**config.mk**
```make
export PLATFORM = sky130hd
export DESIGN_NAME = fd_queue
export DESIGN_NICKNAME = d
export VERILOG_FILES = /design/src/rtl/fd_queue_pkg.sv /design/src/rtl/fd_queue_fifo_ctrl.sv /design/src/rtl/fd_queue.sv
export SDC_FILE = /design/constraint.sdc
export NUM_CORES = 1
export LEC_CHECK = 0
export ABC_AREA = 0
export CORE_ASPECT_RATIO = 0.5
export CORE_MARGIN = 3
export CORE_UTILIZATION = 56
export CTS_BUF_LIST = sky130_fd_sc_hd__clkbuf_4 sky130_fd_sc_hd__clkbuf_8
export DETAILED_ROUTE_END_ITERATION = 8
export GPL_TIMING_DRIVEN = 0
export PLACE_DENSITY = 0.94
export SYNTH_ARGS = -nofsm -noshare
export SYNTH_HDL_FRONTEND = slang
export SYNTH_SLANG_ARGS = --single-unit
```
**constraint.sdc**
```tcl
create_clock -name clk -period 7.8 [get_ports clk]
set_clock_uncertainty 0.05 [all_clocks]
set_input_delay 0.78 -clock clk [delete_from_list [all_inputs] [get_ports clk]]
set_output_delay 0.78 -clock clk [all_outputs]
set_load 0.05 [all_outputs]
```
**src/rtl/fd_queue_pkg.sv**
```systemverilog
// -----------------------------------------------------------------------------
// fd_queue_pkg
// Shared types and constants for the fetch/decode instruction queue.
//   XLEN_MAX     : widest supported instruction/PC width. Entries are declared
//                  at this width. Narrower builds zero-extend on write, so the
//                  upper bits are constant and are trimmed by synthesis.
//   ARM_PC_OFF4  : offset used to derive PCPlus4D from the stored PC.
//   ARM_PC_OFF8  : offset used to derive PCPlus8D from the stored PC.
//   fd_entry_t   : one queue entry {instr, pc, arm}.
//   make_entry() : packs fetch-side signals into an entry.
// -----------------------------------------------------------------------------
package fd_queue_pkg;

  localparam int XLEN_MAX    = 64;
  localparam int ARM_PC_OFF4 = 4;
  localparam int ARM_PC_OFF8 = 8;

  typedef struct packed {
    logic [XLEN_MAX-1:0] instr;
    logic [XLEN_MAX-1:0] pc;
    logic                arm;
  } fd_entry_t;

  function automatic fd_entry_t make_entry(input logic [XLEN_MAX-1:0] instr,
                                           input logic [XLEN_MAX-1:0] pc,
                                           input logic                arm);
    fd_entry_t e;
    e.instr = instr;
    e.pc    = pc;
    e.arm   = arm;
    return e;
  endfunction

endpackage

```
**src/rtl/fd_queue_fifo_ctrl.sv**
```systemverilog
// -----------------------------------------------------------------------------
// fifo_ctrl
// Head/tail pointer and occupancy bookkeeping for a circular buffer.
//   clk   : clock, rising edge
//   rst   : asynchronous reset, active low
//   enq   : request to write at tail (refused when full or flushing)
//   deq   : request to advance head (refused when empty or flushing)
//   flush : clear pointers and count; beats enq and deq
//   full  : count == DEPTH
//   empty : count == 0
//   head  : read pointer
//   tail  : write pointer
//   count : current occupancy, 0..DEPTH
// -----------------------------------------------------------------------------
module fifo_ctrl
  import fd_queue_pkg::*;
#(
  parameter  int DEPTH = 4,
  localparam int PW    = $clog2(DEPTH),
  localparam int CW    = $clog2(DEPTH + 1)
) (
  input  logic          clk,
  input  logic          rst,
  input  logic          enq,
  input  logic          deq,
  input  logic          flush,
  output logic          full,
  output logic          empty,
  output logic [PW-1:0] head,
  output logic [PW-1:0] tail,
  output logic [CW-1:0] count
);

  logic [PW-1:0] head_reg, head_next;
  logic [PW-1:0] tail_reg, tail_next;
  logic [CW-1:0] count_reg, count_next;
  logic          enq_fire;
  logic          deq_fire;

  assign full     = (count_reg == CW'(DEPTH));
  assign empty    = (count_reg == '0);
  assign enq_fire = enq && !full && !flush;
  assign deq_fire = deq && !empty && !flush;

  // DEPTH is a power of two, so a plain increment wraps DEPTH-1 -> 0.
  always_comb begin
    head_next  = head_reg;
    tail_next  = tail_reg;
    count_next = count_reg;
    if (flush) begin
      head_next  = '0;
      tail_next  = '0;
      count_next = '0;
    end else begin
      if (enq_fire) tail_next = tail_reg + PW'(1);
      if (deq_fire) head_next = head_reg + PW'(1);
      case ({enq_fire, deq_fire})
        2'b10:   count_next = count_reg + CW'(1);
        2'b01:   count_next = count_reg - CW'(1);
        default: count_next = count_reg;
      endcase
    end
  end

  always_ff @(posedge clk or negedge rst) begin
    if (!rst) begin
      head_reg  <= '0;
      tail_reg  <= '0;
      count_reg <= '0;
    end else begin
      head_reg  <= head_next;
      tail_reg  <= tail_next;
      count_reg <= count_next;
    end
  end

  assign head  = head_reg;
  assign tail  = tail_reg;
  assign count = count_reg;

endmodule

```
**src/rtl/fd_queue.sv**
```systemverilog
// -----------------------------------------------------------------------------
// fd_queue
// Fetch-to-decode instruction queue. Fetch pushes {instr, pc, arm}; decode sees
// the head entry combinationally and pops it unless stalled. A flush empties
// the queue and presents a zero (NOP) bubble in the same cycle.
//   clk      : clock, rising edge
//   rst      : asynchronous reset, active low
//   arm      : ISA mode of the fetched instruction (1=ARM, 0=RISC-V)
//   EnqF     : fetch offers an instruction
//   RDF      : fetched instruction word
//   PCF      : PC of the fetched instruction
//   ReadyF   : queue has room (CountD < DEPTH)
//   StallD   : decode holds the head entry
//   FlushD   : discard all entries
//   ValidD   : head entry present
//   InstrD   : head instruction (0 when not valid)
//   PCD      : head PC (0 when not valid)
//   PCPlus4D : head PC + 4 (0 when not valid)
//   PCPlus8D : head PC + 8 (0 when not valid)
//   ArmD     : head mode tag (0 when not valid)
//   CountD   : occupancy
// -----------------------------------------------------------------------------
module fd_queue
  import fd_queue_pkg::*;
#(
  parameter  int XLEN  = 32,
  parameter  int DEPTH = 4,
  localparam int PW    = $clog2(DEPTH),
  localparam int CW    = $clog2(DEPTH + 1)
) (
  input  logic            clk,
  input  logic            rst,
  input  logic            arm,
  input  logic            EnqF,
  input  logic [XLEN-1:0] RDF,
  input  logic [XLEN-1:0] PCF,
  output logic            ReadyF,
  input  logic            StallD,
  input  logic            FlushD,
  output logic            ValidD,
  output logic [XLEN-1:0] InstrD,
  output logic [XLEN-1:0] PCD,
  output logic [XLEN-1:0] PCPlus4D,
  output logic [XLEN-1:0] PCPlus8D,
  output logic            ArmD,
  output logic [CW-1:0]   CountD
);

  logic          full;
  logic          empty;
  logic [PW-1:0] head;
  logic [PW-1:0] tail;
  logic          wr_en;
  fd_entry_t     wr_entry;
  fd_entry_t     slot_bus [DEPTH];
  fd_entry_t     head_entry;
  logic [XLEN-1:0] head_pc;
  logic          unused_head_bits;

  // ReadyF depends only on registered occupancy, never on StallD, so a full
  // queue refuses the enqueue even in a cycle where the head drains.
  assign ReadyF = !full;
  assign ValidD = !empty && !FlushD;
  assign wr_en  = EnqF && ReadyF && !FlushD;

  assign wr_entry = make_entry(XLEN_MAX'(RDF), XLEN_MAX'(PCF), arm);

  fifo_ctrl #(
    .DEPTH (DEPTH)
  ) u_ctrl (
    .clk   (clk),
    .rst   (rst),
    .enq   (EnqF),
    .deq   (!StallD),
    .flush (FlushD),
    .full  (full),
    .empty (empty),
    .head  (head),
    .tail  (tail),
    .count (CountD)
  );

  // Entry storage: one register per slot, no reset (outputs are masked by
  // ValidD, so stale contents are never visible).
  for (genvar gi = 0; gi < DEPTH; gi++) begin : g_slot
    fd_entry_t slot_reg;

    always_ff @(posedge clk) begin
      if (wr_en && (tail == PW'(gi))) slot_reg <= wr_entry;
    end

    assign slot_bus[gi] = slot_reg;
  end

  assign head_entry = slot_bus[head];
  assign head_pc    = head_entry.pc[XLEN-1:0];

  // Upper entry bits are constant zero when XLEN < XLEN_MAX.
  assign unused_head_bits = ^head_entry;

  // PC+4/PC+8 are derived here rather than stored; addition wraps mod 2^XLEN.
  assign InstrD   = ValidD ? head_entry.instr[XLEN-1:0]   : '0;
  assign PCD      = ValidD ? head_pc                      : '0;
  assign PCPlus4D = ValidD ? head_pc + XLEN'(ARM_PC_OFF4) : '0;
  assign PCPlus8D = ValidD ? head_pc + XLEN'(ARM_PC_OFF8) : '0;
  assign ArmD     = ValidD ? head_entry.arm               : 1'b0;

endmodule

```
==> impl_metrics.env <==
export IMPL_clkSlewWorstSetupHoldPaths_ns=0.07
export IMPL_final_cell_mix="edfxtp_1 (260), clkdlybuf4s50_1 (203), mux4_2 (61)"
export IMPL_viasPerCell=6.08
export IMPL_holdBufCountCts=0
export IMPL_cts_resized=0
export IMPL_wl_per_cell_um=24.1
export IMPL_numCtsBuffers=38
export IMPL_rsz0062_at_grt="false"
export IMPL_grt_antenna_before_repair=0
export IMPL_dr_pass1_iters=6
export IMPL_multi_input_area_mm2=0.00346
export IMPL_ir_drop_mv=0.167
export IMPL_critical_path_required_ns=6.97
export IMPL_crit_type="reg2out"
export IMPL_nets=1024
export IMPL_fill_cells=1145
export IMPL_area_growth_pct=27.6
export IMPL_drive_gt1_frac=0.159
export IMPL_power_leakage_nw=4.86
export IMPL_grt_pass1_vias=7774
export IMPL_finalSetupTns_ns=0
export IMPL_die_height_um=108
export IMPL_cts_tree="yes"
export IMPL_start_util=0.588
export IMPL_rows=36
export IMPL_critPathArrivalTime_ns=5.20
export IMPL_layout_commonest_cell="edfxtp_1"
export IMPL_syn_num_nets=777
export IMPL_antenna_cells=0
export IMPL_numPortBuffers=203
export IMPL_crit_slowest_cell="clkdlybuf4s50_1"
export IMPL_power_density_mw_per_mm2=357
export IMPL_dpl_hpwl_mm=20.0
export IMPL_synth_edff_count=260
export IMPL_worstMarginPinSlew_ns=0.948
export IMPL_hold_viol=0
export IMPL_async_flop_share=0.0262
export IMPL_path_delay_family="buffers and inverters"
export IMPL_relSlewSlack=0.363
export IMPL_grtUsageTotal=0.266
export IMPL_ys_warn_count=0
export IMPL_register_area_mm2=0.00798
export IMPL_coreArea_mm2=0.0200
export IMPL_crit_chain="buf_4 > buf_4 > buf_2 > mux4_2 > ha_1 > nand2b_1 > o22ai_1 > nand4_1 > nor4_1 > mux2i_1 > clkdlybuf4s50_1"
export IMPL_postRouteAntennaNets=0
export IMPL_critPathLaunchType="register"
export IMPL_crit_top_cell="buf_4"
export IMPL_drv_cap=0
export IMPL_globalplace_congestion=0.923
export IMPL_die_w_um=211
export IMPL_cts_buffer_depth=3
export IMPL_cp_end_kind="output port"
export IMPL_cts_sinks=267
export IMPL_finalCriticalPeriod_ns=6.03
export IMPL_pin_count=204
export IMPL_slowest_delay_ns=0.88
export IMPL_synth_area_mm2=0.0118
export IMPL_grt_pass1_wl_mm=45.7
export IMPL_ys_ff_latch=267
export IMPL_hold_class="in2async"
export IMPL_crit_fanout=10
export IMPL_instances_no_fill=1240
export IMPL_ys_flop_type="edfxtp_1"
export IMPL_cts_root_buf="clkbuf_8"
export IMPL_syn_inst=700
export IMPL_drtIter0Drc=927
export IMPL_cp_num_buf_inv=4
export IMPL_largest_reg_flops=260
export IMPL_slew_violations=0
export IMPL_drc=0
export IMPL_wirelength_mm=29.8
export IMPL_seq_area_frac_synth=0.679
export IMPL_avgSynthCellArea_um2=16.8
export IMPL_grt_max_degree=58
export IMPL_clock_latency_ns=0.52
export IMPL_via_count=7538
export IMPL_cts_setup_buffers=0
export IMPL_yosysUniqueCellTypes=48
export IMPL_die_area_mm2=0.0229
export IMPL_status="finished clean"
export IMPL_post_route_period_util=0.773
export IMPL_max_freq_ghz=0.166
export IMPL_setup_viol=0
export IMPL_h_tree_depth=2
export IMPL_gr_total_overflow=0
export IMPL_place_inst=1173
[power by group]
part | switching, mW | internal, mW
clock network | 0.512 | 0.591
logic | 1.67 | 0.873
registers | 0.0323 | 1.68
[per-layer routing]
| metal | GRT usage | wire [µm] | vias up |
|---|---|---|---|
| met2 | 0.452 | 14800 | 488 |
| li1 | - | - | 3238 |
| met3 | 0.0614 | 2930 | 103 |
| met4 | 0.0979 | 1060 | 0 |
| met5 | 0 | 0 | - |
| met1 | 0.343 | 11100 | 3709 |
[synthesized netlist by cell type, drive strengths merged, types with 3 or more instances]
cell type  instances  area share
a21oi             10      0.0043
and2              59       0.031
and4               4      0.0030
buf               24       0.015
clkbuf            19      0.0062
dfrtp              7       0.015
edfxtp           260        0.66
ha                 6      0.0064
inv               20      0.0064
mux2               3      0.0029
mux2i             29       0.025
mux4              64        0.12
nand2             31      0.0099
nand3              6      0.0030
nand4             16      0.0098
nor2              39       0.012
nor2b              3      0.0016
nor3              11      0.0047
nor4              18       0.010
o21ai              9      0.0038
or2                3      0.0016
or3               20       0.011
xnor2             15       0.011
xor2              11      0.0082
[worst reg2reg max path, delay by kind of cell (launching register included)]
family / cells / cell delay (ns)
AO/OA/AOI/OAI: 1 / 0.36
XOR/XNOR: 1 / 0.12
adder cells (fa/ha/maj): 1 / 0.42
flip-flops: 1 / 0.45
AND/OR/NAND/NOR: 6 / 1.39
[metrics by stage]
| stage | worst slack, ns | hold slack (ns) | utilization | power (mW) | area, µm² |
|---|---|---|---|---|---|
| 2_1_floorplan | 3.42 | 0.434 | - | 3.42 | 11800 |
| 3_3_place_gp | 2.71 | 0.506 | 0.706 | 4.19 | 14100 |
| 3_5_place_dp | 2.58 | 0.531 | 0.712 | 4.25 | 14200 |
| 4_1_cts | 1.98 | 0.465 | 0.750 | 5.36 | 15000 |
| 5_1_grt | 1.69 | 0.476 | 0.750 | 5.55 | 15000 |
| 6_report | 1.77 | 0.462 | 0.750 | 5.35 | 15000 |
[cell families (layout without fill, tap and decap cells)]
| logic type | Yosys count | after routing | share of synthesized area |
|---|---|---|---|
| xor+xnor | 26 | 26 | 0.0194 |
| fa+ha+maj | 7 | 7 | 0.00809 |
| flops | 267 | 267 | 0.679 |
| mux | 96 | 96 | 0.151 |
| buf+inv | 63 | 337 | 0.0274 |
| compound gates | 22 | 22 | 0.0103 |
| simple gates | 219 | 219 | 0.105 |
[path summary, 6_finish.rpt]
| kind | start | endpoint | slack [ns] | cells past startpoint |
|---|---|---|---|---|
| max | u_ctrl.head[1]$_DFFE_PN0P_ | PCPlus4D[31] | 1.77 | 11 |
| min | rst | u_ctrl.count[2]$_DFFE_PN0P_ | 0.46 | 1 |
| max reg2reg | u_ctrl.count[0]$_DFFE_PN0P_ | u_ctrl.count[2]$_DFFE_PN0P_ | 4.88 | 9 |
| min reg2reg | u_ctrl.tail[1]$_DFFE_PN0P_ | u_ctrl.tail[1]$_DFFE_PN0P_ | 0.55 | 2 |
| max in group asynchronous | rst | u_ctrl.head[1]$_DFFE_PN0P_ | 6.99 | 1 |
| min in group clk | u_ctrl.tail[1]$_DFFE_PN0P_ | u_ctrl.tail[1]$_DFFE_PN0P_ | 0.55 | 2 |
[cell type report]
class / count / share of cell area
Tap cell: 266 / 0.0222
Clock buffer: 50 / 0.0417
Sequential cell: 267 / 0.532
Timing Repair Buffer: 207 / 0.143
Clock inverter: 17 / 0.00876
Inverter: 20 / 0.00501
Multi-Input combinational cell: 370 / 0.231
Buffer: 43 / 0.0164
Note: power is estimated with default switching activity, not from simulation.
